`src/rtl/mult_seq_pkg.sv`:
```
// Shared types for the sequential shift-and-add multiplier.
package mult_seq_pkg;

  localparam int MULT_N = 4;

  typedef enum logic [1:0] {
    IDLE   = 2'd0,
    RUN    = 2'd1,
    FINISH = 2'd2
  } mult_state_e;

endpackage

```
`src/rtl/ripplecarryadder.sv`:
```
// N-bit ripple-carry adder; the single shared adder of the sequential multiplier.
module ripplecarryadder #(
  parameter int N = 4
) (
  input  logic [N-1:0] a,
  input  logic [N-1:0] b,
  input  logic         cin,
  output logic [N-1:0] s,
  output logic         cout
);

  logic [N:0] carry;

  assign carry[0] = cin;

  for (genvar i = 0; i < N; i++) begin : g_bit
    assign s[i]       = a[i] ^ b[i] ^ carry[i];
    assign carry[i+1] = (a[i] & b[i]) | (carry[i] & (a[i] ^ b[i]));
  end

  assign cout = carry[N];

endmodule

```
`src/rtl/mult_seq_ctrl.sv`:
```
// Sequential shift-and-add multiplier: one partial-product add per clock through a shared adder.
// Optional MULT_EARLY_EXIT_EN finishes as soon as the remaining multiplier bits are all zero.
module mult_seq_ctrl
  import mult_seq_pkg::*;
#(
  parameter int N = MULT_N
) (
  input  logic           clk,
  input  logic           rst,
  input  logic           start,
  input  logic [N-1:0]   a,
  input  logic [N-1:0]   b,
  output logic           busy,
  output logic           done,
  output logic [2*N-1:0] c
);

  localparam int              CNT_W    = $clog2(N + 1);
  localparam logic [CNT_W-1:0] LAST_CNT = CNT_W'(N - 1);

  // start/done handshake: start is only sampled while IDLE (busy=0), including the
  // cycle in which done pulses; done is a one-cycle pulse and c holds until the next one.
  mult_state_e      state_q, state_d;
  logic [N-1:0]     mcand_q, mcand_d;
  logic [2*N-1:0]   p_q, p_d;
  logic [CNT_W-1:0] count_q, count_d;
  logic [2*N-1:0]   c_q, c_d;
  logic             busy_q, busy_d;
  logic             done_q, done_d;

  logic [N-1:0]     addend;
  logic [N-1:0]     sum;
  logic             cout;
  logic [2*N-1:0]   p_shift;

  assign addend  = p_q[0] ? mcand_q : '0;
  assign p_shift = {cout, sum, p_q[N-1:1]};

  ripplecarryadder #(.N(N)) u_adder (
    .a    (p_q[2*N-1:N]),
    .b    (addend),
    .cin  (1'b0),
    .s    (sum),
    .cout (cout)
  );

`ifdef MULT_EARLY_EXIT_EN
  logic [N-1:0]     rem_mask;
  logic [CNT_W-1:0] rem_cnt;

  // After iteration count_q, the N-1-count_q unconsumed multiplier bits sit at the bottom of p_shift.
  assign rem_cnt  = LAST_CNT - count_q;
  assign rem_mask = {N{1'b1}} >> (count_q + CNT_W'(1));
`endif

  always_comb begin
    state_d = state_q;
    mcand_d = mcand_q;
    p_d     = p_q;
    count_d = count_q;
    c_d     = c_q;
    busy_d  = busy_q;
    done_d  = 1'b0;
    case (state_q)
      IDLE: begin
        if (start) begin
          mcand_d = a;
          p_d     = {{N{1'b0}}, b};
          count_d = '0;
          busy_d  = 1'b1;
          state_d = RUN;
        end
      end
      RUN: begin
        p_d     = p_shift;
        count_d = count_q + CNT_W'(1);
        if (count_q == LAST_CNT) begin
          state_d = FINISH;
        end
`ifdef MULT_EARLY_EXIT_EN
        else if ((p_shift[N-1:0] & rem_mask) == '0) begin
          p_d     = p_shift >> rem_cnt;
          state_d = FINISH;
        end
`endif
      end
      FINISH: begin
        c_d     = p_q;
        done_d  = 1'b1;
        busy_d  = 1'b0;
        state_d = IDLE;
      end
      default: begin
        state_d = IDLE;
      end
    endcase
  end

  always_ff @(posedge clk or posedge rst) begin
    if (rst) begin
      state_q <= IDLE;
      mcand_q <= '0;
      p_q     <= '0;
      count_q <= '0;
      c_q     <= '0;
      busy_q  <= 1'b0;
      done_q  <= 1'b0;
    end else begin
      state_q <= state_d;
      mcand_q <= mcand_d;
      p_q     <= p_d;
      count_q <= count_d;
      c_q     <= c_d;
      busy_q  <= busy_d;
      done_q  <= done_d;
    end
  end

  assign busy = busy_q;
  assign done = done_q;
  assign c    = c_q;

endmodule

```
`config.mk`:
```
export PLATFORM = sky130hd
export DESIGN_NAME = mult_seq_ctrl
export DESIGN_NICKNAME = d
export VERILOG_FILES = /design/src/rtl/mult_seq_pkg.sv /design/src/rtl/ripplecarryadder.sv /design/src/rtl/mult_seq_ctrl.sv
export SDC_FILE = /design/constraint.sdc
export NUM_CORES = 1
export LEC_CHECK = 0
export ABC_AREA = 0
export BUFFER_PORTS_ARGS = -buffer_cell sky130_fd_sc_hd__buf_2
export CAP_MARGIN = 20
export CORE_MARGIN = 1
export CORE_UTILIZATION = 45
export DETAILED_ROUTE_END_ITERATION = 7
export GPL_TIMING_DRIVEN = 1
export PLACE_DENSITY = 0.68
export SLEW_MARGIN = 20
export SYNTH_ARGS = -nofsm -noshare
export SYNTH_HDL_FRONTEND = slang
export SYNTH_SLANG_ARGS = --single-unit
```
`constraint.sdc`:
```
create_clock -name clk -period 1.87 [get_ports clk]
set_clock_uncertainty 0.05 [all_clocks]
set_input_delay 0.187 -clock clk [delete_from_list [all_inputs] [get_ports clk]]
set_output_delay 0.187 -clock clk [all_outputs]
set_load 0.02 [all_outputs]
```
==> results by group <==
Yosys
  – Post-Syn Nets: between 100 and 150
  – Synth Flop Type: dfrtp_1
  – Mapped cell area: roughly 0.0013 mm²
  – Average size of a mapped cell: approximately 14 µm²
  – Cell count after synthesis: between 90 and 100
  – Post-synth ARST share: 100%
  – Synth Register Bits: 27
  – Post-synth cell types: 23
  – YS warnings: 0
  – Number of synthesized flops with an enable pin: 0
  – Register area share after synthesis: between 50% and 60%

Worst setup path
  – Reg2reg start: mcand_q[0]
  – Critical path peak fanout: 2
  – Worst R2R End: p_q[6]
  – Reg2reg setup slack: -0.18 ns
  – Endpoint class of the critical path: flop
  – Worst reg-to-reg path cell count: 9
  – Crit Path Class: reg2reg
  – Required @ worst endpoint: between 2 and 2.5 ns
  – Worst EP arrival: between 2 and 2.5 ns
  – Startpoint types: flop

Clocking
  – Htree depth: 1
  – Max clock buf depth: 2
  – CTS Buf Count: 3
  – Reg clk slew, reported paths: between 0.1 and 0.15 ns
  – CTS root buf: clkbuf_4
  – Clk sinks: 27
  – Worst skew pair latency: 0.33 ns
  – CTS tree: yes

Hold path
  – Worst Hold Launch: a[1]
  – Hold Path End: mcand_q[1]
  – HP Class: in2reg
  – Hold Path Depth: 2

Route
  – Initial detailed-routing violation count: 5
  – Routed Antenna Nets: 0
  – Routed len/inst: roughly 14 µm
  – DRC Markers: 0
  – DR vias/cell: between 5 and 6
  – Final wirelength: 2.21 mm
  – 1st-pass router iterations: 4
  – Vias after detailed routing: 807

Placement
  – Dpl hpwl: 1.60 mm
  – GPL Wtd Cong: between 0.7 and 0.8
  – Inst Count DP: about 150
  – I/O Buffers: 20

Floorplanning
  – Core Region: between 0.002 and 0.003 mm²
  – Io pins: 21
  – Die width: approximately 56 µm
  – Initial Util: 47.9%
  – Row count: 19
  – Die area: between 0.003 and 0.004 mm²
  – Die H: roughly 56 µm

Global route
  – Largest net degree at the start of global routing: 28
  – First-pass GRT wire length: 3.86 mm
  – Vias in the first global route: ~810
  – Gr usage total: 16.1%
  – Global route overflow: 0
  – Initial antenna violation count: 0

Finish
  – Area occupied by registers: 676 µm²
  – Final Non-Filler Cells: 155
  – # fillers: 236
  – Area of the multi-input gates: ~590 µm²
  – Antenna diodes: 0
  – Share of post-route cells with drive strength above 1: approximately 52%
  – Syn-to-layout area delta: 16.7%
  – Post-layout net count: roughly 140

Timing
  – Final period util: 110%
  – Max Slew Vio Count: 0
  – Unrepaired setup endpoints after global routing: true
  – Slew @ Worst Pin: between 0.6 and 0.7 ns
  – Final setup viols: 2
  – Fin crit period: roughly 2.1 ns
  – Max frequency: 0.488 GHz
  – Fin. Hold Viols: 0
  – Final setup margin: -0.180 ns
  – Max transition margin: 56.0%

Power and ir drop
  – Max VDD drop: between 800 and 900 µV
  – Leakage power total: between 0.7 and 0.8 nW
  – Design Power: about 2.6 mW
  – Power Dens Cells: 1640 mW/mm²

Status
  – Failing checks: negative setup slack
  – Status: finished with violations

Run
  – Max-cap violation count: 0
-- cells by family (layout without fill, tap and decap cells) --
family	Yosys count	after routing	share of synthesized area, %
multiplexers	13	13	14.4
flip-flops	27	27	50.7
AO/OA/AOI/OAI	13	13	9.86
AND/OR/NAND/NOR	18	18	11.3
buffers and inverters	17	47	6.48
adder cells (fa/ha/maj)	6	6	7.32
-- how the worst max path moves through the flow --
| stage | startpoint | end | slack (ns) | cells after the start |
|---|---|---|---|---|
| 2_1_floorplan | p_q[0] | p_q[6] | -0.13 | 9 |
| 3_3_place_gp | mcand_q[0] | p_q[6] | -0.13 | 9 |
| 3_5_place_dp | mcand_q[0] | p_q[6] | -0.20 | 9 |
| 4_1_cts | mcand_q[0] | p_q[6] | -0.17 | 9 |
| 5_1_grt | mcand_q[0] | p_q[6] | -0.28 | 9 |
| 6_report | mcand_q[0] | p_q[6] | -0.18 | 9 |
-- report_power, final --
group	switching [mW]	internal (mW)	leakage (nW)
clock network	0.175	0.0806	0.0177
logic	0.594	0.676	0.424
registers	0.189	0.841	0.331
total	0.959	1.60	0.773
-- per-stage QoR --
| stage | hold slack, ns | utilization [%] | TNS (ns) | cell area (µm²) | worst slack [ns] |
|---|---|---|---|---|---|
| 4_1_cts | 0.00907 | 55.7 | -0.208 | 1550 | -0.173 |
| 5_1_grt | 0.0112 | 55.9 | -0.467 | 1560 | -0.276 |
| 6_report | 0.0223 | 55.9 | -0.226 | 1560 | -0.180 |
| 3_3_place_gp | 0.208 | 53.7 | -0.126 | 1490 | -0.126 |
| 2_1_floorplan | 0.190 | - | -0.131 | 1330 | -0.131 |
| 3_5_place_dp | 0.216 | 53.7 | -0.228 | 1490 | -0.197 |
-- worst max-delay path: stages (launching register included) --
cell       delay, ns
dfrtp_1         0.40
and2_1          0.16
ha_2            0.17
inv_2           0.05
fa_2            0.18
inv_2           0.04
fa_2            0.33
inv_2           0.06
fa_2            0.44
o2bb2ai_2       0.12
-- layout make-up --
cell class                      count  share of cell area [%]
Sequential cell                    27                    43.4
Clock buffer                        3                    1.45
Timing Repair Buffer               30                    11.4
Tap cell                           31                    2.49
Clock inverter                      1                   0.322
Multi-Input combinational cell     50                    37.7
Inverter                           13                    3.14
-- synth_stat cells (2+ instances only) --
cell type  number  area (µm²)
nor4b_2         4        60.1
nor2b_1         2        12.5
fa_1            3        60.1
ha_1            3        37.5
buf_4           2        15.0
inv_1          13        48.8
nor2_1          3        11.3
and2_1          3        18.8
a221oi_2        3        45.0
buf_6           2        22.5
a22o_1          2        17.5
nand2_1         2        7.51
mux2_4         12         180
dfrtp_1        27         676
nand2b_1        2        12.5
o2bb2ai_1       4        35.0
-- repair_timing --
action	4_1_cts	5_1_grt
gates resized for setup	7	1
hold buffers	1	0
hold endpoints to repair	27	0
cloned	0	0
pin swaps	3	0
endpoints found under the setup margin	3	3
buffers inserted	1	0
-- registers in the layout, summed over array words and instances (netlist names) --
name     count
state_q      2
c            8
p_q          8
done         1
busy         1
count_q      3
mcand_q      4
-- cells in the final DEF (no fill, tap or decap), drive strengths merged --
cell type / netlist / routed
buf: 4 / 29
dfrtp: 27 / 27
mux2: 13 / 13
inv: 13 / 13
nor4b: 4 / 4
a221oi: 4 / 4
o2bb2ai: 4 / 4
nor2: 3 / 3
and2: 3 / 3
fa: 3 / 3
clkbuf: 0 / 3
nor2b: 3 / 3
ha: 3 / 3
nand2b: 2 / 2
a22o: 2 / 2
nand2: 2 / 2
o21bai: 1 / 1
o21a: 1 / 1
nor3b: 1 / 1
o21ba: 1 / 1
clkinv: 0 / 1
dlygate4sd3: 0 / 1
-- routing by layer --
layer / up-vias / GRT usage [%] / part of all wire, % / routed length [µm]
li1: 380 / - / - / -
met4: 0 / 8.36 / 2.8 / 61
met3: 5 / 2.07 / 3.3 / 72
met1: 405 / 22.1 / 47 / 1040
met2: 17 / 24.8 / 47 / 1040
met5: - / 0 / 0 / 0
(Power assumes the default switching activity.)
